--- config.mk ---
export PLATFORM = sky130hd
export DESIGN_NAME = product_accumulator
export DESIGN_NICKNAME = d
export VERILOG_FILES = /design/src/rtl/product_accumulator.sv
export SDC_FILE = /design/constraint.sdc
export NUM_CORES = 1
export LEC_CHECK = 0
export BUFFER_PORTS_ARGS = -buffer_cell sky130_fd_sc_hd__buf_4
export CORE_MARGIN = 8
export CORE_UTILIZATION = 30
export CTS_CLUSTER_SIZE = 16
export DETAILED_ROUTE_END_ITERATION = 10
export MAX_ROUTING_LAYER = met4
export PLACE_DENSITY_LB_ADDON = 0.12
export REMOVE_ABC_BUFFERS = 1
export SETUP_SLACK_MARGIN = 0.4
export SYNTH_ARGS = -nofsm -noshare
export SYNTH_HDL_FRONTEND = slang
export SYNTH_SLANG_ARGS = --single-unit
--- constraint.sdc ---
create_clock -name clk -period 4.8 [get_ports clk]
set_clock_uncertainty 0.05 [all_clocks]
set_input_delay 0.24 -clock clk [delete_from_list [all_inputs] [get_ports clk]]
set_output_delay 0.24 -clock clk [all_outputs]
set_load 0.005 [all_outputs]
--- src/rtl/product_accumulator.sv ---
// product_accumulator
//   Sums a frame of 64-bit signed products arriving on a valid/ready
//   handshake. A frame closes on in_last or on the MAX_TERMS-th accepted
//   product. The result is then presented on a held output handshake
//   until it is consumed.
//
//   Optional build macro: PRODUCT_ACC_SATURATE_EN
//     defined   - signed overflow clamps the running sum to the most
//                 positive / most negative value; out_overflow still sets
//     undefined - the running sum wraps modulo 2^DATA_W
//
//   clear is a synchronous frame abort. rst_n is a synchronous active-low
//   reset and has priority over clear.
module product_accumulator #(
    parameter int DATA_W    = 64,
    parameter int MAX_TERMS = 16,
    parameter int CNT_W     = 8
) (
    input  logic              clk,
    input  logic              rst_n,
    input  logic              clear,
    input  logic              in_valid,
    output logic              in_ready,
    input  logic [DATA_W-1:0] in_product,
    input  logic              in_last,
    output logic              out_valid,
    input  logic              out_ready,
    output logic [DATA_W-1:0] out_sum,
    output logic [CNT_W-1:0]  out_count,
    output logic              out_overflow
);

    typedef enum logic [1:0] {
        IDLE  = 2'd0,
        ACCUM = 2'd1,
        HOLD  = 2'd2
    } state_t;

    localparam logic [CNT_W-1:0]  MAX_TERMS_C = CNT_W'(MAX_TERMS);
    localparam logic [CNT_W-1:0]  CNT_ONE     = CNT_W'(1);
    localparam logic [DATA_W-1:0] ACC_ZERO    = {DATA_W{1'b0}};
`ifdef PRODUCT_ACC_SATURATE_EN
    localparam logic [DATA_W-1:0] SAT_MAX     = {1'b0, {(DATA_W-1){1'b1}}};
    localparam logic [DATA_W-1:0] SAT_MIN     = {1'b1, {(DATA_W-1){1'b0}}};
`endif

    // Two's-complement add overflow: operands agree in sign, result does not.
    function automatic logic add_overflow(
        input logic [DATA_W-1:0] a,
        input logic [DATA_W-1:0] b,
        input logic [DATA_W-1:0] s
    );
        return (a[DATA_W-1] == b[DATA_W-1]) && (s[DATA_W-1] != a[DATA_W-1]);
    endfunction

    state_t              state_r;
    state_t              state_nx_s;
    logic [DATA_W-1:0]   acc_r;
    logic [CNT_W-1:0]    cnt_r;
    logic                ovf_r;
    logic                out_valid_r;
    logic [DATA_W-1:0]   out_sum_r;
    logic [CNT_W-1:0]    out_count_r;
    logic                out_overflow_r;

    logic                in_ready_s;
    logic                accept_s;
    logic                closing_s;
    logic [DATA_W-1:0]   base_acc_s;
    logic [DATA_W-1:0]   raw_sum_s;
    logic                add_ovf_s;
    logic [DATA_W-1:0]   sum_next_s;
    logic [CNT_W-1:0]    cnt_next_s;
    logic                ovf_next_s;

    // Ready is a pure decode of the state register, independent of in_valid.
    assign in_ready_s   = (state_r != HOLD);
    assign in_ready     = in_ready_s;
    assign out_valid    = out_valid_r;
    assign out_sum      = out_sum_r;
    assign out_count    = out_count_r;
    assign out_overflow = out_overflow_r;

    // Datapath for an accepted product: the first term of a frame starts from zero.
    always_comb begin
        accept_s   = in_valid & in_ready_s;
        base_acc_s = (state_r == IDLE) ? ACC_ZERO : acc_r;
        raw_sum_s  = base_acc_s + in_product;
        add_ovf_s  = add_overflow(base_acc_s, in_product, raw_sum_s);
`ifdef PRODUCT_ACC_SATURATE_EN
        if (add_ovf_s) begin
            // Operands share a sign on overflow, so the running sum's sign picks the rail.
            if (base_acc_s[DATA_W-1]) begin
                sum_next_s = SAT_MIN;
            end else begin
                sum_next_s = SAT_MAX;
            end
        end else begin
            sum_next_s = raw_sum_s;
        end
`else
        sum_next_s = raw_sum_s;
`endif
        cnt_next_s = (state_r == IDLE) ? CNT_ONE : (cnt_r + CNT_ONE);
        ovf_next_s = ((state_r == IDLE) ? 1'b0 : ovf_r) | add_ovf_s;
        // in_last on the MAX_TERMS-th term is still a single close.
        closing_s  = accept_s & (in_last | (cnt_next_s == MAX_TERMS_C));
    end

    // Next-state logic; clear forces IDLE over any accept or output handshake.
    always_comb begin
        state_nx_s = state_r;
        case (state_r)
            IDLE, ACCUM: begin
                if (closing_s) begin
                    state_nx_s = HOLD;
                end else if (accept_s) begin
                    state_nx_s = ACCUM;
                end else begin
                    state_nx_s = state_r;
                end
            end
            HOLD: begin
                if (out_ready) begin
                    state_nx_s = IDLE;
                end else begin
                    state_nx_s = HOLD;
                end
            end
            default: begin
                state_nx_s = IDLE;
            end
        endcase
        if (clear) begin
            state_nx_s = IDLE;
        end else begin
            state_nx_s = state_nx_s;
        end
    end

    // State register with synchronous active-low reset.
    always_ff @(posedge clk) begin
        if (!rst_n) begin
            state_r <= IDLE;
        end else begin
            state_r <= state_nx_s;
        end
    end

    // Accumulator, term counter, sticky overflow and the registered frame result.
    always_ff @(posedge clk) begin
        if (!rst_n) begin
            acc_r          <= ACC_ZERO;
            cnt_r          <= {CNT_W{1'b0}};
            ovf_r          <= 1'b0;
            out_valid_r    <= 1'b0;
            out_sum_r      <= ACC_ZERO;
            out_count_r    <= {CNT_W{1'b0}};
            out_overflow_r <= 1'b0;
        end else if (clear) begin
            // Abort: drop the partial frame and any held result; last result fields stay.
            acc_r       <= ACC_ZERO;
            cnt_r       <= {CNT_W{1'b0}};
            ovf_r       <= 1'b0;
            out_valid_r <= 1'b0;
        end else if (state_r == HOLD) begin
            if (out_ready) begin
                acc_r       <= ACC_ZERO;
                cnt_r       <= {CNT_W{1'b0}};
                ovf_r       <= 1'b0;
                out_valid_r <= 1'b0;
            end
        end else if (accept_s) begin
            acc_r <= sum_next_s;
            cnt_r <= cnt_next_s;
            ovf_r <= ovf_next_s;
            if (closing_s) begin
                out_valid_r    <= 1'b1;
                out_sum_r      <= sum_next_s;
                out_count_r    <= cnt_next_s;
                out_overflow_r <= ovf_next_s;
            end
        end
    end

endmodule

# --- Yosys cells after proc, flatten, opt, wreduce, memory -nomap -nowiden ---
# Index checks and enable logic that the tools add are counted.
classes:
  add_sub_neg: 2
  magnitude_cmp: 0
  n_mul: 0
  shift: 0
  eq_ne: 8
  n_div: 0
  muxes: 19
  n_bitwise: 7
  reduce_logical: 9
ops:
  columns: ["operator", "n"]
  rows:
  - ["$mux W64", 4]
  - ["$add A64 B64 Y64", 1]
  - ["$mux W8", 4]
  - ["$add A8 B1 Y8 const B", 1]
  - ["$eq A8 B5 Y1 const B", 1]
  - ["$mux W1", 7]
  - ["$mux W2", 3]
  - ["$ne A2 B2 Y1 const B", 2]
  - ["$pmux W2 S2", 1]
  - ["$reduce_and A4 Y1", 1]
  - ["$reduce_bool A2 Y1", 2]
  - ["$reduce_or A2 Y1", 2]
  - ["$ne A3 B3 Y1 const B", 1]
  - ["$not A1 Y1", 3]
  - ["$reduce_and A3 Y1", 1]
  - ["$and A1 B1 Y1", 2]
  - ["$eq A2 B1 Y1 const B", 1]
  - ["$eq A2 B2 Y1 const B", 1]
  - ["$logic_not A2 Y1", 1]
  - ["$or A1 B1 Y1", 2]
  - ["$reduce_and A2 Y1", 1]
  - ["$eq A1 B1 Y1", 1]
  - ["$logic_and A1 B1 Y1", 1]
  - ["$ne A1 B1 Y1", 1]
totals:
  rom_bits: 0
  out_inout_bits: 75
  ramBits: 0
  latchBits: 0
  n_memories: 0
  inputBits: 70
  reg_bits: 149
  elab_cells: 53

# --- Longest topological paths before layout ---
# Gate-level depths: netlist (run 1).
logic_depth:
  depth_word: 8
  mapped_depth: 17
  ltp_nobuf: 14

# --- Least setup slack after synthesis (run 1) ---
# Ideal clock, no wire load.
synth_path:
  path_type: "reg2reg"
  from: "register state_r[0]"
  to: "register acc_r[24]"
  synth_period_minus_slack_ns: 3.729
  slack_ns: 1.071
  n_path_buf: 3
  t_arrival_ns: 3.562
  required_ns: 4.633
  setup_ns: 0.117
  stages_incl_launch_ff: 17
  path_cell_list: "dfxtp_1 > or2_2 > clkbuf_1 > clkbuf_1 > clkbuf_1 > and2_1 > ha_1 > fa_1 > a21o_1 > a221oi_1 > nor2b_1 > o21ai_2 > o41ai_1 > a41o_1 > a21oi_1 > xnor2_1 > a22o_1"
synth_via:
  elab_chain_cells: 5
  word_cells_on_any_way: 11
  cone_classes: "1 x add/sub; 3 x eq/ne; 3 x mux; 1 x bitwise; 3 x reduce/logical"
synth_lines:
  columns: ["item", "line", "text"]
  rows:
  - ["from (decl)", "56", "state_t state_r;"]
  - ["from (signal assigned)", "146", "state_r <= state_nx_s;"]
  - ["$logic_not A2 Y1", "87", "base_acc_s = (state_r == IDLE) ? ACC_ZERO : acc_r;"]
  - ["$mux W64", "87", null]
  - ["$add A64 B64 Y64", "88", "raw_sum_s = base_acc_s + in_product;"]
  - ["$mux W64", "173", "end else if (accept_s) begin"]
  - ["$mux W64", "166", "end else if (state_r == HOLD) begin"]
  - ["to (signal assigned)", "174", "acc_r <= sum_next_s;"]
  - ["to (decl)", "58", "logic [DATA_W-1:0] acc_r;"]
# Several ways; a longest one is shown, not always the timed one. The select of a mux whose other input is x is not followed.
# A chain may end at the register's enable or synchronous reset.

# --- Final worst setup path (run 1) ---
layout_path:
  from: "register state_r[0]"
  to: "register out_overflow_r, in the netlist out_overflow"
layout_via:
  elab_chain_cells: 6
  word_cells_on_any_way: 17
  cone_classes: "1 x add/sub; 5 x eq/ne; 3 x mux; 5 x bitwise; 3 x reduce/logical"
layout_lines:
  columns: ["item", "line", "text"]
  rows:
  - ["$logic_not A2 Y1", "87, 104, 105", null]
  - ["$mux W64 or $mux W8 (tied branches)", "87, 104", null]
  - ["$add A64 B64 Y64 or $eq A8 B5 Y1 (tied branches)", "88, 107", null]
  - ["$ne A1 B1 Y1 or $or A1 B1 Y1 (tied branches)", "53, 107", null]
  - ["$logic_and A1 B1 Y1 or $and A1 B1 Y1 (tied branches)", "53, 107", null]
  - ["$or A1 B1 Y1 or $reduce_and A4 Y1 (tied branches)", null, null]
  - ["to (signal assigned)", "181", "out_overflow_r <= ovf_next_s;"]
  - ["to (decl)", "64", "logic out_overflow_r;"]
# Several ways; a longest one is shown, not always the timed one.

==> results of run 1 <==
[worst register-to-register path, cell delays in order (launching register included)]
cell and delay (ns):
dfxtp_1 0.43, or2_4 0.48, and2_1 0.26, ha_1 0.25
a211oi_1 0.31, or3_1 0.19, nand2_1 0.13, a2111o_1 0.54
a21oi_2 0.33, o21ai_1 0.18, nand3_1 0.11, nand2_1 0.09
a221oi_1 0.41, o21ai_0 0.12
[routing by layer]
metal / GRT usage / routed length (µm) / vias up
li1: - / - / 4461
met1: 0.217 / 14400 / 4177
met2: 0.278 / 14400 / 196
met3: 0.0320 / 1520 / 30
met4: 0.0511 / 507 / 0
met5: - / 0 / -
[path summary, 6_finish.rpt]
path | slack (ns) | endpoint | cells past startpoint
min reg2reg | 0.39 | acc_r[61] | 2
max | 0.79 | out_overflow | 13
max reg2reg | 0.79 | out_overflow | 13
min | 0.07 | state_r[0] | 3
[placed cells by master, fill, tap and decap left out, drive strengths merged, types with 4 or more instances in the layout]
master	instances
o211ai	6
nand3	32
a221oi	4
o21bai	14
xor2	25
buf	160
nand2	173
a211oi	13
o31ai	4
a22oi	36
and3	13
o21a	7
a31oi	7
a31o	4
nand2b	4
o21ai	62
a21o	24
a21oi	148
and2	67
clkbuf	18
ha	64
inv	22
dfxtp	149
nor2	104
a22o	22
bufinv	6
nand4	19
clkinv	4
nor2b	7
nor3	13
xnor2	43
[area by class of cell]
cell class | instances | area (µm²)
repair buffers | 161 | 1240
clock inverters | 12 | 228
inverters | 21 | 78.8
well taps | 396 | 495
flip-flops and latches | 149 | 2980
fillers | 3291 | 19200
multi-input cells | 956 | 5990
clock buffers | 18 | 439
[metrics by stage]
step	util	std cells	power (W)	hold WS, ns	area (µm²)
final	0.373	1713	0.00330	0.0691	11500
after CTS	0.373	1713	0.00334	0.0442	11500
after floorplan	-	1126	0.00156	0.285	9030
after detailed placement	0.351	1682	0.00175	0.384	10800
after global placement	0.351	1682	0.00175	0.379	10800
after global routing	0.373	1713	0.00343	0.0806	11500
[power groups by stage]
stage | registers, W | clock network (W) | logic, W
finish | 0.00130 | 0.00158 | 0.000424
global route | 0.00130 | 0.00166 | 0.000472
CTS | 0.00130 | 0.00162 | 0.000431
detailed placement | 0.00133 | 0 | 0.000428
global placement | 0.00132 | 0 | 0.000429
floorplan | 0.00132 | 0 | 0.000237
[timing repair]
action	in CTS	in global routing
hold endpoints to repair	1	0
hold buffers	1	0
endpoints found under the setup margin	0	20
gates resized for setup	0	1
[sequential cells by signal, indices dropped and copies added (netlist names)]
register,cells
out_count,8
ovf_r,1
cnt_r,8
state_r,2
out_overflow,1
out_sum,64
acc_r,64
out_valid,1
[kinds of logic after synthesis]
kind of cell,count (synthesis),share of synthesized area
muxes,2,0.00214
xor gates and xnor gates,68,0.0637
adders and majority gates,65,0.0877
and+or+nand+nor,448,0.224
DFF,149,0.319
buffers and inverters,98,0.0432
AOI/OAI and AO/OA,373,0.260
==> flow_summary.ini, run 1 <==
[sta]
max_freq_mhz = 249
worst_slew_pin_slew_ns = 0.618
rsz0062_at_grt = no
finalHoldViolations = 0
max-slew-margin-rel = 0.582
setup_violations = 0
slew_violations = 0
fin_crit_ns = 4.01
setup_ws_ns = 0.792
tns_ns = 0
fin_crit_sh = 0.835

[route]
wl_per_cell_um = 18.0
wl_mm = 30.9
first_pass_iters = 6
drt_iter0_markers = 448
drtAntennaViolNets = 0
vias = 8864
drcViolationCount = 0
via_per_inst = 5.17

[placed_design]
dp_hpwl_mm = 23.1
dpl_worst_slack_ns = 0.553
gp_congestion = 0.882
io_buffers = 144

[clock_network]
clockBufferDepth = 2
htreeDepth = 4
cts_buffers = 17
cts_tree = yes
clk_latency_ns = 0.44
post_cts_buffers = 0
cts-root-buf = clkbuf_16
cts.sinks = 149
cts.clk_slew.worst_paths_ns = 0.07

[worst_setup_path]
path_buf_inv = 0
end_kind = flop
cpPeakStageDelay_ns = 0.54
cp.arrival_ns = 4.27
r2r_start = state_r[0]
path_class = flop to flop
crit_chain = or2_4, and2_1, ha_1, a211oi_1, or3_1, nand2_1, a2111o_1, a21oi_2, o21ai_1, nand3_1, nand2_1, a221oi_1, o21ai_0
cp_common_cell = nand2_1
cp_slowest_cell = a2111o_1
critPathTopFamily = compound AO/OA/AOI/OAI gates
crit_start = state_r[0]
start_kind = flop
critPathMaxFanout = 46
cp.required_ns = 5.06

[yosys]
synth_top_area_share = 0.319
synth.top_cells.by_count = nand2_1, dfxtp_1, a21oi_1, nor2_1, and2_1
yosysUniqueCellTypes = 72
yosysMostFrequentCell = nand2_1
synthTopCellsByArea = dfxtp_1, ha_1, a21oi_1
ys_seq_area_frac = 0.319
avgSynthCellArea_um2 = 7.78
async_flop_share = 0
synth_seq_cells = 149
synthFlopType = dfxtp_1
syn_inst = 1203
synth_edf_count = 0
synth_area_mm2 = 0.00935
ys.warnings.count = 0
synth_top_cell_by_area = dfxtp_1

[power]
p_comb_frac = 0.129
seqPwrFrac = 0.393
p_clk_frac = 0.478
peakVddDrop_mv = 0.197
power.switching_w = 0.000863
p_sw_frac = 0.262
power.density_mw_per_mm2 = 288
p_int_w = 0.00244
p_leak_nw = 4.82

[die]
rows = 64
die_area_mm2 = 0.0371
die_w_um = 193
io_pins = 145
core_region_area_mm2 = 0.0307
initial_core_util = 0.305
dieHeight_um = 193

[finish]
layout.nets = 1441
drive_gt1_frac = 0.166
antenna_cells = 0
area_growth_pct = 22.4

[global_routing]
grt_pass1_vias = 9039
grt_max_degree = 47
grt_overflow = 0
grt_pass1_wl_mm = 49.3
grt_antenna_before_repair = 0
grt_use_total = 0.173

[status]
status = finished clean

[worst_hold_path]
hp-class = primary input to flop
hold_start = in_valid

[flow_run]
maxCapViolCount = 0
No activity file was read; power rests on OpenSTA's default activity.
==> run 2, diff against run 1 <==
==> constraint.sdc (replaced) <==
create_clock -name clk -period 4.1 [get_ports clk]
set_clock_uncertainty 0.05 [all_clocks]
set_input_delay 0.205 -clock clk [delete_from_list [all_inputs] [get_ports clk]]
set_output_delay 0.205 -clock clk [all_outputs]
set_load 0.005 [all_outputs]
==> flow_summary.ini, run 2 (synthesized netlist as in run 1, its figures left out) <==
[finish]
drive_gt1_frac = 0.222
area_growth_pct = 27.9
antenna_cells = 0
layout_common_cells = buf_4, nand2_1, dfxtp_1, a21oi_1, nor2_1
layout.nets = 1469
finalNonFillerCells = 1743
final_common_cell = buf_4
final_area_mm2 = 0.0120

[die]
die_w_um = 193
core_region_area_mm2 = 0.0307
initial_core_util = 0.305
io_pins = 145
rows = 64
dieHeight_um = 193
die_area_mm2 = 0.0371

[sta]
setup_violations = 0
tns_ns = 0
max-slew-margin-rel = 0.447
setup_ws_ns = 0.540
finalHoldViolations = 0
max_freq_mhz = 281
slew_violations = 0
rsz0062_at_grt = no
fin_crit_ns = 3.56
fin_crit_sh = 0.868
worst_slew_pin_slew_ns = 0.830

[route]
first_pass_iters = 5
drcViolationCount = 0
wl_per_cell_um = 18.4
wl_mm = 32.1
drt_iter0_markers = 462
via_per_inst = 5.14
vias = 8952
drtAntennaViolNets = 0

[placed_design]
dpl.cell_count = 1697
place_area_mm2 = 0.0109
gp_congestion = 0.847
io_buffers = 144
dpl_worst_slack_ns = 0.0461
dp_hpwl_mm = 24.0

[global_routing]
grt_overflow = 0
grt_use_total = 0.177
grt_max_degree = 55
grt_pass1_vias = 9082
grt_antenna_before_repair = 0
grt_pass1_wl_mm = 50.2

[worst_setup_path]
r2r_slack_ns = 0.54
ff2ff_path_depth = 15
end_kind = flop
start_kind = flop
cpPeakStageDelay_ns = 0.41
path_class = flop to flop
reg2reg_to = out_sum[53]
crit_chain = or2_4, buf_4, and2_1, ha_1, nand3_1, or3_1, a21oi_2, a21o_1, a31oi_4, o31ai_4, buf_4, a21oi_2, o21bai_2, mux2i_1, a31o_1
path_buf_inv = 2
r2r_start = state_r[0]
critPathMaxFanout = 8
cp_slowest_cell = ha_1
critPathTopFamily = compound AO/OA/AOI/OAI gates
cp.arrival_ns = 3.84
cp.required_ns = 4.38

[clock_network]
cts.sinks = 149
cts_buffers = 17
clk_latency_ns = 0.44
cts-root-buf = clkbuf_16
clockBufferDepth = 2
htreeDepth = 4
cts.clk_slew.worst_paths_ns = 0.07
cts_tree = yes

[status]
status = finished clean

[worst_hold_path]
hold_end = state_r[0]
hold_start = in_valid
hp-class = primary input to flop
hold_depth = 3

[power]
p_leak_nw = 4.99
power.density_mw_per_mm2 = 322
peakVddDrop_mv = 0.278

[flow_run]
maxCapViolCount = 0
==> run 2: changes by cell type in the layout (fill, tap and decap cells not counted), moves of 8 or more <==
| cell | before | now |
|---|---|---|
| buf_4 | 158 | 184 |
| ha_1 | 64 | 50 |
| ha_2 | 0 | 12 |
| a21oi_1 | 144 | 134 |
| a21oi_2 | 3 | 11 |
==> run 2: timing repair <==
| action | CTS | global route |
|---|---|---|
| endpoints found under the hold margin | 1 | 0 |
| hold buffers | 1 | 0 |
| setup buffers | 4 | 9 |
| setup endpoints to repair | 59 | 60 |
| pin swaps | 5 | 19 |
| resized for setup | 21 | 48 |
==> run 2: final cells by class <==
cell class,count,area (µm²)
Clock inverter,11,196
Clock buffer,21,460
Inverter,21,78.8
Sequential cell,149,2990
Tap cell,396,495
Fill cell,3278,18700
Timing Repair Buffer,189,1460
Multi-Input combinational cell,956,6280
==> run 2: routing by layer <==
layer	GRT usage	share of wire	up-vias
li1	-	-	4527
met1	0.218	0.47	4240
met2	0.296	0.48	165
met3	0.0345	0.040	20
met4	0.0373	0.010	0
met5	-	0	-
==> run 2: where the power goes <==
group | internal, W | total (W) | switching [W]
Sequential | 0.00150 | 0.00152 | 0.0000249
Clock | 0.00112 | 0.00180 | 0.000686
Combinational | 0.000218 | 0.000527 | 0.000309
Total | 0.00283 | 0.00385 | 0.00102
==> run 2: how the worst max path moves through the flow <==
stage	startpoint	end	depth (start not counted)
after floorplan	state_r[0]	out_sum[60]	9
after global placement	state_r[0]	out_sum[60]	14
after detailed placement	state_r[0]	out_sum[60]	14
after CTS	state_r[0]	out_sum[24]	14
after global routing	state_r[0]	out_sum[53]	15
final	state_r[0]	out_sum[53]	15
==> run 2: stage by stage <==
step | total power, W | util | hold WS, ns
after global placement | 0.00207 | 0.355 | 0.381
final | 0.00385 | 0.390 | 0.0329
after floorplan | 0.00183 | - | 0.250
after detailed placement | 0.00206 | 0.355 | 0.383
after CTS | 0.00390 | 0.381 | 0.0248
after global routing | 0.00402 | 0.390 | 0.0325
==> run 2: worst reg2reg max path, stage by stage, from the launching register on <==
cell	delay, ns
dfxtp_2	0.35
or2_4	0.28
buf_4	0.18
and2_1	0.16
ha_1	0.41
nand3_1	0.16
or3_1	0.39
a21oi_2	0.20
a21o_1	0.23
a31oi_4	0.13
o31ai_4	0.17
buf_4	0.19
a21oi_2	0.08
o21bai_2	0.20
mux2i_1	0.10
a31o_1	0.18
==> run 3, diff against run 2 <==
--- a/config.mk
+++ b/config.mk
@@ -8,12 +8,12 @@
 export BUFFER_PORTS_ARGS = -buffer_cell sky130_fd_sc_hd__buf_4
 export CORE_MARGIN = 8
 export CORE_UTILIZATION = 30
-export CTS_CLUSTER_SIZE = 16
 export DETAILED_ROUTE_END_ITERATION = 10
 export MAX_ROUTING_LAYER = met4
 export PLACE_DENSITY_LB_ADDON = 0.12
 export REMOVE_ABC_BUFFERS = 1
 export SETUP_SLACK_MARGIN = 0.4
+export SLEW_MARGIN = 20
 export SYNTH_ARGS = -nofsm -noshare
 export SYNTH_HDL_FRONTEND = slang
 export SYNTH_SLANG_ARGS = --single-unit
==> constraint.sdc (replaced) <==
create_clock -name clk -period 3 [get_ports clk]
set_clock_uncertainty 0.05 [all_clocks]
set_input_delay 0.15 -clock clk [delete_from_list [all_inputs] [get_ports clk]]
set_output_delay 0.15 -clock clk [all_outputs]
set_load 0.005 [all_outputs]
==> flow_summary.ini, run 3 (synthesized netlist as in run 1, its figures left out) <==
[sta]
fin_crit_ns = 3.48
slew_violations = 0
max-slew-margin-rel = 0.233
setup_violations = 93
max_freq_mhz = 287
worst_slew_pin_slew_ns = 1.15
rsz0062_at_grt = yes
finalHoldViolations = 0
fin_crit_sh = 1.16
setup_ws_ns = -0.484

[global_routing]
grt_use_total = 0.189
grtUsageMet3 = 0.0276
use_met1 = 0.237
met2_usage = 0.313
grt_pass1_vias = 9892
grt_antenna_before_repair = 0
grt_max_degree = 53
grt_overflow = 0
grt-busiest-layer = met2
grt_pass1_wl_mm = 53.5

[route]
first_pass_iters = 4
drcViolationCount = 0
wl_mm = 35.3
wl_per_cell_um = 17.8
drtAntennaViolNets = 0
via_per_inst = 5.03
vias = 9939
drt_iter0_markers = 417

[die]
core_region_area_mm2 = 0.0307
dieHeight_um = 193
die_w_um = 193
die_area_mm2 = 0.0371
rows = 64
io_pins = 145
initial_core_util = 0.305

[placed_design]
gp_congestion = 0.894
dpl_worst_slack_ns = -0.838
dpl.cell_count = 1904
io_buffers = 144
dp_hpwl_mm = 25.6

[finish]
finalNonFillerCells = 1975
n_fill_cell = 3005
multi_input_area_mm2 = 0.00758
drive_gt1_frac = 0.445
seq_area_mm2 = 0.00299
area_growth_pct = 61.4
layout.nets = 1702
layout_common_cells = buf_4, nand2_1, dfxtp_1, nor2_1, a21oi_1
antenna_cells = 0
final_common_cell = buf_4

[worst_hold_path]
hp-class = primary input to flop

[status]
violations = setup timing
status = complete, but fails checks

[clock_network]
cts_tree = yes
cts.clk_slew.worst_paths_ns = 0.06
clk_latency_ns = 0.45
clockBufferDepth = 2
cts.sinks = 149
cts-root-buf = clkbuf_16
htreeDepth = 4
cts_buffers = 17

[worst_setup_path]
start_kind = flop
r2r_slack_ns = -0.48
cp_slowest_cell = or4_4
reg2reg_to = acc_r[48]
ff2ff_path_depth = 14
path_class = flop to flop
crit_start = state_r[0]
crit_chain = or2_4, clkbuf_16, and2_1, ha_4, buf_4, and3_4, nand2_4, or4_4, o21bai_4, o21ai_4, o31a_1, o31ai_4, xnor2_2, o21ai_1
r2r_start = state_r[0]
path_buf_inv = 2
critPathCapture = acc_r[48]
end_kind = flop
critPathTopFamily = simple AND/OR/NAND/NOR gates
cp.required_ns = 3.26
cpPeakStageDelay_ns = 0.55
cp.arrival_ns = 3.74
crit_cells = 14
critPathMaxFanout = 5

[power]
power.density_mw_per_mm2 = 348
p_leak_nw = 6.47
peakVddDrop_mv = 0.369

[flow_run]
maxCapViolCount = 0
run 3: cell count changes in the layout (fill, tap and decap cells not counted), sizes merged, moves of 2 or more:
cell and change:
clkinv +3, inv -2, clkinvlp +2, bufinv -3
clkbuf +2, buf +228
run 3: metrics by stage:
stage	utilization	power [W]	TNS [ns]	cell area, µm²	hold WS [ns]
finish	0.492	0.00526	-24.20	15100	0.0362
global route	0.492	0.00548	-36.96	15100	0.0502
floorplan	-	0.00250	-171.64	9030	0.195
global placement	0.406	0.00296	-51.00	12500	0.342
detailed placement	0.406	0.00296	-53.06	12500	0.344
CTS	0.449	0.00520	-24.70	13800	0.0517
run 3: worst min-delay path by stage:
stage / to / from / slack, ns / depth (start not counted)
after floorplan: out_valid / out_ready / 0.19 / 1
after global placement: out_valid / out_ready / 0.34 / 2
after detailed placement: out_valid / out_ready / 0.34 / 2
after CTS: state_r[0] / in_last / 0.05 / 3
after global routing: state_r[0] / in_last / 0.05 / 3
final: state_r[0] / in_last / 0.04 / 3
run 3: routing by layer:
| metal | share of wire | vias to the layer above |
|---|---|---|
| met5 | 0 | - |
| met2 | 0.48 | 159 |
| met3 | 0.033 | 38 |
| met1 | 0.47 | 4753 |
| met4 | 0.015 | 0 |
| li1 | - | 4989 |
run 3: timing repair:
| action | CTS | global route |
|---|---|---|
| hold endpoints to repair | 5 | 0 |
| resized for setup | 110 | 212 |
| setup endpoints to repair | 132 | 130 |
| buffers inserted | 8 | 25 |
| pin swaps | 34 | 129 |
| hold buffers | 2 | 0 |
| gates cloned | 0 | 5 |
run 3: area by class of cell:
type | instances | share of cell area
clock buffers | 20 | 0.0296
clock inverters | 11 | 0.00862
inverters | 21 | 0.00522
multi-input cells | 957 | 0.502
flip-flops and latches | 149 | 0.198
well taps | 396 | 0.0328
repair buffers | 421 | 0.224
run 3: worst min-delay path, stage by stage:
cell,delay [ns]
buf_4,0.09
o21a_4,0.17
nor4_1,0.07
run 3: power breakdown:
part | total (W) | switching, W | internal (W)
Sequential | 0.00208 | 0.0000342 | 0.00204
Clock | 0.00216 | 0.000918 | 0.00124
Combinational | 0.00102 | 0.000523 | 0.000496
Total | 0.00526 | 0.00147 | 0.00378
